===== src/rtl/cpu_defs_pkg.sv =====
// cpu_defs_pkg: pipeline bus record types shared by EX, MEM and WB.
//   es_to_ms_bus_t   : EX -> MEM instruction record
//   ms_to_ws_bus_t   : MEM -> WB completed record
//   ms_forward_bus_t : MEM -> ID forwarding/stall information
package cpu_defs_pkg;

  localparam logic [2:0] LD_NONE = 3'd0;
  localparam logic [2:0] LD_LB   = 3'd1;
  localparam logic [2:0] LD_LBU  = 3'd2;
  localparam logic [2:0] LD_LH   = 3'd3;
  localparam logic [2:0] LD_LHU  = 3'd4;
  localparam logic [2:0] LD_LW   = 3'd5;

  localparam logic [1:0] C0_NONE = 2'd0;
  localparam logic [1:0] C0_MFC0 = 2'd1;
  localparam logic [1:0] C0_MTC0 = 2'd2;
  localparam logic [1:0] C0_ERET = 2'd3;

  typedef struct packed {
    logic        valid;
    logic [4:0]  excode;
    logic        bd;
    logic [31:0] badvaddr;
  } exc_t;

  typedef struct packed {
    logic        valid;
    logic [31:0] pc;
    logic [4:0]  dest;
    logic [3:0]  rf_we;
    logic [31:0] result;
    logic [2:0]  load_op;
    logic        mem_req;
    logic [1:0]  c0_op;
    logic [7:0]  c0_addr;
    logic [1:0]  tlb_op;
    exc_t        exception;
  } es_to_ms_bus_t;

  typedef struct packed {
    logic        valid;
    logic [31:0] pc;
    logic [4:0]  dest;
    logic [3:0]  rf_we;
    logic [31:0] result;
    logic [1:0]  c0_op;
    logic [7:0]  c0_addr;
    logic [1:0]  tlb_op;
    exc_t        exception;
  } ms_to_ws_bus_t;

  typedef struct packed {
    logic        data_pending;
    logic        op_mfc0;
    logic [3:0]  rf_we;
    logic [4:0]  dest;
    logic [31:0] result;
  } ms_forward_bus_t;

endpackage


===== src/rtl/mem_stage_if.sv =====
// mem_stage_if: bundles every bus the MEM stage talks over.
//   EX side   : es_to_ms_bus (in), ms_allowin (out)
//   WB side   : ms_to_ws_bus (out), ws_allowin (in), flush (in)
//   SRAM resp : data_sram_data_ok, data_sram_rdata (in)
//   ID side   : ms_forward_bus (out)
// master = the MEM stage itself, slave = its surroundings.
interface mem_stage_if;
  cpu_defs_pkg::es_to_ms_bus_t   es_to_ms_bus;
  logic                          ms_allowin;
  logic                          ws_allowin;
  logic                          flush;
  logic                          data_sram_data_ok;
  logic [31:0]                   data_sram_rdata;
  cpu_defs_pkg::ms_to_ws_bus_t   ms_to_ws_bus;
  cpu_defs_pkg::ms_forward_bus_t ms_forward_bus;

  modport master (
    input  es_to_ms_bus, ws_allowin, flush, data_sram_data_ok, data_sram_rdata,
    output ms_allowin, ms_to_ws_bus, ms_forward_bus
  );

  modport slave (
    output es_to_ms_bus, ws_allowin, flush, data_sram_data_ok, data_sram_rdata,
    input  ms_allowin, ms_to_ws_bus, ms_forward_bus
  );
endinterface


===== src/rtl/mem_stage.sv =====
// mem_stage: memory-access pipeline stage between EX and WB.
// Holds one instruction, waits for its data-SRAM response, aligns and
// extends load data, and hands the record to WB on valid/allowin.
// Responses belonging to flushed instructions are counted and dropped.
// Ports: clk, resetn (async active-low), bus (mem_stage_if.master).
module mem_stage
  import cpu_defs_pkg::*;
(
  input  logic          clk,
  input  logic          resetn,
  mem_stage_if.master   bus
);

  typedef enum logic [1:0] {S_IDLE, S_WAIT, S_HOLD} state_e;

  // Latched instruction, minus the fields only needed at latch time.
  typedef struct packed {
    logic [31:0] pc;
    logic [4:0]  dest;
    logic [3:0]  rf_we;
    logic [31:0] result;
    logic [2:0]  load_op;
    logic [1:0]  c0_op;
    logic [7:0]  c0_addr;
    logic [1:0]  tlb_op;
    exc_t        exception;
  } ms_rec_t;

  state_e      state_q, state_d;
  logic        ms_valid_q, ms_valid_d;
  ms_rec_t     rec_q, rec_d;
  logic [31:0] buf_q, buf_d;
  logic [1:0]  cancel_cnt_q, cancel_cnt_d;

  logic        resp_ok, ready_go, allowin, latch, inc, dec;
  logic [31:0] aligned, final_result;
  logic [7:0]  ld_byte;
  logic [15:0] ld_half;

  always_comb begin
    // A response only belongs to the held instruction once all stale
    // responses of flushed instructions have drained.
    resp_ok  = bus.data_sram_data_ok && (cancel_cnt_q == 2'd0);
    ready_go = (state_q == S_IDLE) || (state_q == S_WAIT && resp_ok) ||
               (state_q == S_HOLD);
    allowin  = !ms_valid_q || (ready_go && bus.ws_allowin);
    latch    = bus.es_to_ms_bus.valid && allowin && !bus.flush;

    ld_byte = bus.data_sram_rdata[8*rec_q.result[1:0] +: 8];
    ld_half = rec_q.result[1] ? bus.data_sram_rdata[31:16]
                              : bus.data_sram_rdata[15:0];
    case (rec_q.load_op)
      LD_LB:   aligned = {{24{ld_byte[7]}}, ld_byte};
      LD_LBU:  aligned = {24'd0, ld_byte};
      LD_LH:   aligned = {{16{ld_half[15]}}, ld_half};
      LD_LHU:  aligned = {16'd0, ld_half};
      LD_LW:   aligned = bus.data_sram_rdata;
      default: aligned = rec_q.result;
    endcase

    // Only WAIT has live rdata; HOLD replays the captured value, IDLE
    // (ALU ops and exception records) passes the EX result through.
    case (state_q)
      S_WAIT:  final_result = aligned;
      S_HOLD:  final_result = buf_q;
      default: final_result = rec_q.result;
    endcase
  end

  always_comb begin
    state_d = state_q;
    case (state_q)
      S_WAIT:  if (resp_ok) state_d = bus.ws_allowin ? S_IDLE : S_HOLD;
      S_HOLD:  if (bus.ws_allowin) state_d = S_IDLE;
      default: state_d = S_IDLE;
    endcase
    // A latch only happens once the current instruction is leaving.
    if (latch)
      state_d = (bus.es_to_ms_bus.mem_req && !bus.es_to_ms_bus.exception.valid)
                ? S_WAIT : S_IDLE;
    if (bus.flush) state_d = S_IDLE;

    ms_valid_d = ms_valid_q;
    if (bus.flush)    ms_valid_d = 1'b0;
    else if (allowin) ms_valid_d = bus.es_to_ms_bus.valid;

    rec_d = rec_q;
    if (latch) begin
      rec_d.pc        = bus.es_to_ms_bus.pc;
      rec_d.dest      = bus.es_to_ms_bus.dest;
      rec_d.rf_we     = bus.es_to_ms_bus.rf_we;
      rec_d.result    = bus.es_to_ms_bus.result;
      rec_d.load_op   = bus.es_to_ms_bus.load_op;
      rec_d.c0_op     = bus.es_to_ms_bus.c0_op;
      rec_d.c0_addr   = bus.es_to_ms_bus.c0_addr;
      rec_d.tlb_op    = bus.es_to_ms_bus.tlb_op;
      rec_d.exception = bus.es_to_ms_bus.exception;
    end

    buf_d = buf_q;
    if (state_q == S_WAIT && resp_ok && !bus.ws_allowin && !bus.flush)
      buf_d = aligned;

    // Flushing a WAIT whose own response has not arrived leaves one
    // response in flight that must be swallowed later.
    inc = bus.flush && (state_q == S_WAIT) && !resp_ok;
    dec = bus.data_sram_data_ok && (cancel_cnt_q != 2'd0);
    cancel_cnt_d = cancel_cnt_q;
    if (inc && !dec && cancel_cnt_q != 2'd3) cancel_cnt_d = cancel_cnt_q + 2'd1;
    else if (dec && !inc)                    cancel_cnt_d = cancel_cnt_q - 2'd1;
  end

  always_ff @(posedge clk or negedge resetn) begin
    if (!resetn) begin
      state_q      <= S_IDLE;
      ms_valid_q   <= 1'b0;
      rec_q        <= '0;
      buf_q        <= '0;
      cancel_cnt_q <= 2'd0;
    end else begin
      state_q      <= state_d;
      ms_valid_q   <= ms_valid_d;
      rec_q        <= rec_d;
      buf_q        <= buf_d;
      cancel_cnt_q <= cancel_cnt_d;
    end
  end

  always_comb begin
    bus.ms_allowin                = allowin;
    bus.ms_to_ws_bus.valid        = ms_valid_q && ready_go && !bus.flush;
    bus.ms_to_ws_bus.pc           = rec_q.pc;
    bus.ms_to_ws_bus.dest         = rec_q.dest;
    bus.ms_to_ws_bus.rf_we        = rec_q.rf_we;
    bus.ms_to_ws_bus.result       = final_result;
    bus.ms_to_ws_bus.c0_op        = rec_q.c0_op;
    bus.ms_to_ws_bus.c0_addr      = rec_q.c0_addr;
    bus.ms_to_ws_bus.tlb_op       = rec_q.tlb_op;
    bus.ms_to_ws_bus.exception    = rec_q.exception;

    bus.ms_forward_bus.data_pending = ms_valid_q && (rec_q.load_op != LD_NONE) && !ready_go;
    bus.ms_forward_bus.op_mfc0      = ms_valid_q && (rec_q.c0_op == C0_MFC0);
    bus.ms_forward_bus.rf_we        = rec_q.rf_we;
    bus.ms_forward_bus.dest         = ms_valid_q ? rec_q.dest : 5'd0;
    bus.ms_forward_bus.result       = final_result;
  end

endmodule


===== src/flat_wrapper.sv =====
// flat-port wrapper written by rule: the top's interface ports become plain ports
module mem_stage_flat import cpu_defs_pkg::*;
  (clk, resetn, bus_es_to_ms_bus, bus_ws_allowin, bus_flush, bus_data_sram_data_ok, bus_data_sram_rdata, bus_ms_allowin, bus_ms_to_ws_bus, bus_ms_forward_bus);
  mem_stage_if bus_i ();
  input  logic clk;
  input  logic resetn;
  input wire logic [$bits(bus_i.es_to_ms_bus)-1:0] bus_es_to_ms_bus;
  input wire logic [$bits(bus_i.ws_allowin)-1:0] bus_ws_allowin;
  input wire logic [$bits(bus_i.flush)-1:0] bus_flush;
  input wire logic [$bits(bus_i.data_sram_data_ok)-1:0] bus_data_sram_data_ok;
  input wire logic [$bits(bus_i.data_sram_rdata)-1:0] bus_data_sram_rdata;
  output wire logic [$bits(bus_i.ms_allowin)-1:0] bus_ms_allowin;
  output wire logic [$bits(bus_i.ms_to_ws_bus)-1:0] bus_ms_to_ws_bus;
  output wire logic [$bits(bus_i.ms_forward_bus)-1:0] bus_ms_forward_bus;
  assign bus_i.es_to_ms_bus = bus_es_to_ms_bus;
  assign bus_i.ws_allowin = bus_ws_allowin;
  assign bus_i.flush = bus_flush;
  assign bus_i.data_sram_data_ok = bus_data_sram_data_ok;
  assign bus_i.data_sram_rdata = bus_data_sram_rdata;
  assign bus_ms_allowin = bus_i.ms_allowin;
  assign bus_ms_to_ws_bus = bus_i.ms_to_ws_bus;
  assign bus_ms_forward_bus = bus_i.ms_forward_bus;
  mem_stage u_core (.clk(clk), .resetn(resetn), .bus(bus_i));
endmodule

===== config.mk =====
export PLATFORM = sky130hd
export DESIGN_NAME = mem_stage_flat
export DESIGN_NICKNAME = d
export VERILOG_FILES = /design/src/rtl/cpu_defs_pkg.sv /design/src/rtl/mem_stage_if.sv /design/src/rtl/mem_stage.sv /design/src/flat_wrapper.sv
export SDC_FILE = /design/constraint.sdc
export NUM_CORES = 1
export LEC_CHECK = 0
export CORE_MARGIN = 1.5
export CORE_UTILIZATION = 49
export CTS_CLUSTER_SIZE = 40
export DETAILED_ROUTE_END_ITERATION = 16
export PLACE_DENSITY_LB_ADDON = 0.3
export SLEW_MARGIN = 20
export SYNTH_ARGS = -nofsm -noshare
export SYNTH_HDL_FRONTEND = slang
export SYNTH_SLANG_ARGS = --single-unit

===== constraint.sdc =====
create_clock -name clk -period 5.2 [get_ports clk]
set_clock_uncertainty 0.1 [all_clocks]
set_input_delay 0.78 -clock clk [delete_from_list [all_inputs] [get_ports clk]]
set_output_delay 0.78 -clock clk [all_outputs]
set_load 0.05 [all_outputs]

* After elaboration in Yosys (flattened, before gate mapping)
Index checks and enable logic that the tools add are counted.
** Storage, ports and cells
- Register bits after elaboration :: 164
- Bits of input ports :: 166
- Word-level logic and storage cells :: 82
** Operators by class
- Add/subtract/negate cells :: 2
- Equality and inequality tests :: 11
- Shift operators :: 1
- Muxes and demuxes :: 15
- Reduce and logical (&&, ||, !) cells :: 37
** Operators with widths (number)
- $pmux W32 S5 :: 1
- $pmux W32 S2 :: 1
- $shiftx A32 B6 Y8 :: 1
- $logic_and A1 B1 Y1 :: 19
- $mux W16 :: 1
- $mux W2 :: 7
- $logic_not A1 Y1 :: 8
- $eq A3 B2 Y1 const B :: 2
- $eq A3 B3 Y1 const B :: 2
- $reduce_bool A2 Y1 :: 3
- $mux W5 :: 1
- $eq A2 B1 Y1 const B :: 2
- $logic_not A2 Y1 :: 2
- $ne A4 B2 Y1 const B :: 1
- $ne A4 B3 Y1 const B :: 1
- $pmux W2 S2 :: 1
- $eq A3 B1 Y1 const B :: 1
- $logic_or A1 B1 Y1 :: 3
- $mux W1 :: 3
- $reduce_bool A3 Y1 :: 1
- $add A2 B1 Y2 const B :: 1
- $eq A2 B2 Y1 const B :: 1
- $ne A2 B2 Y1 const B :: 1
- $reduce_and A2 Y1 :: 1
- $sub A2 B1 Y2 const B :: 1

* Logic depth before layout (Yosys ltp)
- Word-level depth :: 11
- Gate-level depth with buffers :: 10
- Depth with buffers taken out :: 8

* Least setup slack after synthesis
OpenSTA, ideal clock, no wires.
- Kind :: register to output
- Start :: register u_core.rec_q[52] (netlist name)
- End :: output bus_ms_to_ws_bus[67]
- Arrival :: 2.994 ns
- Path slack :: 1.326 ns
- Stages on the path, launching flop included :: 8
- Path buffers :: 2
- Path through :: dfrtp_1 buf_2 or4b_1 o32a_2 nand4_2 a21oi_1 o21ai_0 buf_4
** Between the ends
- Word-level cells in the longest chain between the ends :: 3
- Elaborated cells on any way between the ends :: 7
- Those cells by class :: eq/ne: 5; mux: 2
** RTL lines
- from (decl) :: RTL line mem_stage.sv:31 : ms_rec_t rec_q, rec_d;
- from (signal assigned) :: RTL line mem_stage.sv:123 : rec_q <= rec_d;
- $eq A3 B3 Y1 (tied with other cells) :: RTL line mem_stage.sv:52 : case (rec_q.load_op)
- $pmux W32 S5 * :: RTL line mem_stage.sv:52
- $pmux W32 S2 * :: RTL line mem_stage.sv:63 : case (state_q)
- to (decl) :: RTL line flat_wrapper.sv:13 : output wire logic [$bits(bus_i.ms_to_ws_bus)-1:0] bus_ms_to_ws_bus;
Mark *: on every way between the ends. The rest lies on a longest branch, timed or not.

* Worst setup path after layout
- Start :: register u_core.rec_q[55] (netlist name)
- End :: output bus_ms_forward_bus[7]
** Between the ends
- Word-level cells in the longest chain between the ends :: 3
- Elaborated cells on any way between the ends :: 4
- Those cells by class :: shift: 1; mux: 3
** RTL lines
- $shiftx A32 B6 Y8 or $mux W16 (tied branches) :: RTL line mem_stage.sv:49, mem_stage.sv:50
- $pmux W32 S5 * :: RTL line mem_stage.sv:52
- $pmux W32 S2 * :: RTL line mem_stage.sv:63
- to (decl) :: RTL line flat_wrapper.sv:14 : output wire logic [$bits(bus_i.ms_forward_bus)-1:0] bus_ms_forward_bus;
Marks and branches as above.

==> results.md <==
* Startpoint class of the critical path: flop
* Slew HR at roughly 31%
* Clock tree buffer depth at 2
* Share of layout cells above drive strength 1 at 16.2%
* DRT iter0 DRCs at about 470
* Synth-to-layout area growth at 32.9%
* Clock insertion delay at the later pin of the skew report at 420 ps
* Placed inst area at 11,800 um^2
* GRT Total Usage at 26.0%
* Number of synthesized flops with an enable pin at 0
* Fmax at about 220 MHz
* First-pass GRT wire length at ~40,000 um
* WL final at 25,800 um
* Commonest non-fill, non-tap cell in the layout: clkdlybuf4s50_1
* Die footprint at 19,900 um^2
* Avg Synthesized Cell Area at 10.6 um^2
* Placed Cells incl. Taps at 1,275
* CTS root buf: clkbuf_16
* Max Cap Violations at 0
* Status: complete, no violations
* Crit path buf inv count at 1
* Crit Path Max Fanout at 19
* Post-Route Setup TNS at 0 ps
* Post-CTS Setup Bufs at 0
* Syn_nets at 1,046
* Peak VDD IR at 241 uV
* Grt ovf at 0
* Most used flip-flop cell after synthesis: dfrtp_1
* Slew Limit Fails at 0
* Clock sinks at between 150 and 200
* Drt pass-1 iters at 5
* Initial Utilization at between 40% and 50%
* Dpl hpwl at 19,000 um
* CTS Buf Count at 17
* Die height at 141 um
* Cts hold-fix bufs at 0
* Initial antenna violation count at 2
* PortBufs at between 300 and 400
* Final Hold Viols at 0
* Yosys reg bits at 164
* Die width at 141 um
* CTS tree: done
* Worst path cell trace: nor2b_1 -> a21oi_1 -> o22ai_1 -> o21ai_0 -> a31oi_1 -> clkdlybuf4s50_1
* Cell variety after synth at a little over 50
* Slowest cell delay on critical path at 880 ps
* Drt wl/cell at 19.7 um
* Ys Warns at 0
* Leakage power at 5.04 nW
* Most frequent cells in the layout: 333 x clkdlybuf4s50_1, 164 x dfrtp_1, 110 x mux2_2, 61 x nand2_1, 59 x a21oi_1
* CP endpoint kind: output pin
* RSZ-0062 raised after global routing: no
* Total core area at 18,700 um^2
* Via/cell ratio at 5.59
* Layout net count at 1,229
* Tcrit/Tclk final at 87.4%
* GP Congestion at ~0.86
* CP arrival at 3660 ps
* Tot Pwr at 0.00511 W
* H-tree depth at 4
* Fin crit period at 4540 ps
* Vias in the first global route at 7,321
* Post-DRT Antenna Nets at 0
* Mapped Cells at about 880
* I/O pin cnt at 335
* CP Class: flop to output pin
* Row count at 50
* Worst hold path class: primary input to async pin
* Final setup violation count at 0
* Slowest CP cell: clkdlybuf4s50_1
* Synth Cell Area at 9330 um^2
* Asr flop ratio synth at 100%
* N_diodes at 0
* Design area at 12,400 um^2
* Worst-path clk slew at 70 ps
* Residual DRC at 0
* Routed vias at 7,302
* Top delay family on crit path: buffers and inverters
* Post_cts resized at 0
* Fin cells at 1,307
* Worst EP required at 4320 ps
* Power per Cell Area at about 410 nW/um^2
* Slew at the pin closest to its max-slew limit at 1040 ps
* Worst hold slack at 354 ps
* Largest net degree at the start of global routing at 103
* Register area share after synthesis at between 40% and 50%
[path summary, 6_finish.rpt]
check	start	cells after the start	slack (ps)	to
min	resetn	1	350	u_core.buf_q[23]
min in group clk	u_core.buf_q[1]	2	380	u_core.buf_q[1]
max reg2reg	u_core.state_q[1]	8	1740	u_core.bus.ms_forward_bus[38]
max	u_core.rec_q[55]	6	660	bus_ms_forward_bus[7]
min reg2reg	u_core.buf_q[1]	2	380	u_core.buf_q[1]
max in group asynchronous	resetn	2	3540	u_core.rec_q[83]
[per-layer routing]
layer | wire, um | up-vias | GRT usage (%)
li1 | - | 3362 | -
met1 | 9960 | 3510 | 31.2
met2 | 12400 | 362 | 42.7
met3 | 2460 | 64 | 8.87
met4 | 926 | 4 | 11.2
met5 | 31 | - | 0
[synth_stat cells (8+ instances only)]
cell	number	area, um^2
dfrtp_1	164	4100
mux2i_1	17	170
buf_2	11	55.1
nor2b_1	25	156
buf_4	140	1050
o22ai_1	24	150
o32a_1	11	110
mux2_1	30	338
inv_1	10	37.5
nor2_1	24	90.1
o21ai_0	52	260
clkbuf_1	25	93.8
and3_1	9	56.3
o211ai_1	12	90.1
nand2_1	61	229
a21oi_1	59	295
o31ai_1	9	67.6
nand2b_1	8	50.1
mux2_2	110	1240
and2_1	8	50.1
a31oi_1	9	56.3
a221o_1	12	120
[sequential cells by signal, summed over array words and instances (netlist names)]
| register | flops |
|---|---|
| u_core.bus.ms_to_ws_bus | 88 |
| u_core.state_q | 2 |
| u_core.buf_q | 32 |
| u_core.ms_valid_q | 1 |
| u_core.bus.ms_forward_bus | 4 |
| u_core.rec_q | 35 |
| u_core.cancel_cnt_q | 2 |
[report_power, final]
part | total [W] | switching (W) | leakage, nW | internal [W]
Clock | 0.00124 | 0.000591 | 0.273 | 0.000649
Combinational | 0.00221 | 0.00137 | 2.78 | 0.000839
Sequential | 0.00167 | 0.000170 | 1.99 | 0.00150
[through the flow]
step	util, %	worst slack (ps)
after CTS	66.2	644
final	66.2	657
after floorplan	-	1330
after global placement	63.1	1030
after global routing	66.2	473
after detailed placement	63.1	942
[cells by family after synthesis]
family                   after synthesis  share of synthesized area [%]
AO/OA/AOI/OAI                        202                           13.7
XOR/XNOR                               1                         0.0939
adder cells (fa/ha/maj)                3                          0.402
buffers and inverters                193                           14.0
flip-flops                           164                           44.0
multiplexers                         158                           19.0
AND/OR/NAND/NOR                      156                           8.80
[layout make-up]
type                    instances  area [um^2]
fillers                      1478         6310
flip-flops and latches        164         4100
multi-input cells             520         3930
repair buffers                347         3440
clock buffers                  18          439
well taps                     234          293
clock inverters                14          143
inverters                      10         37.5
Note: power is estimated with default switching activity, not from simulation.
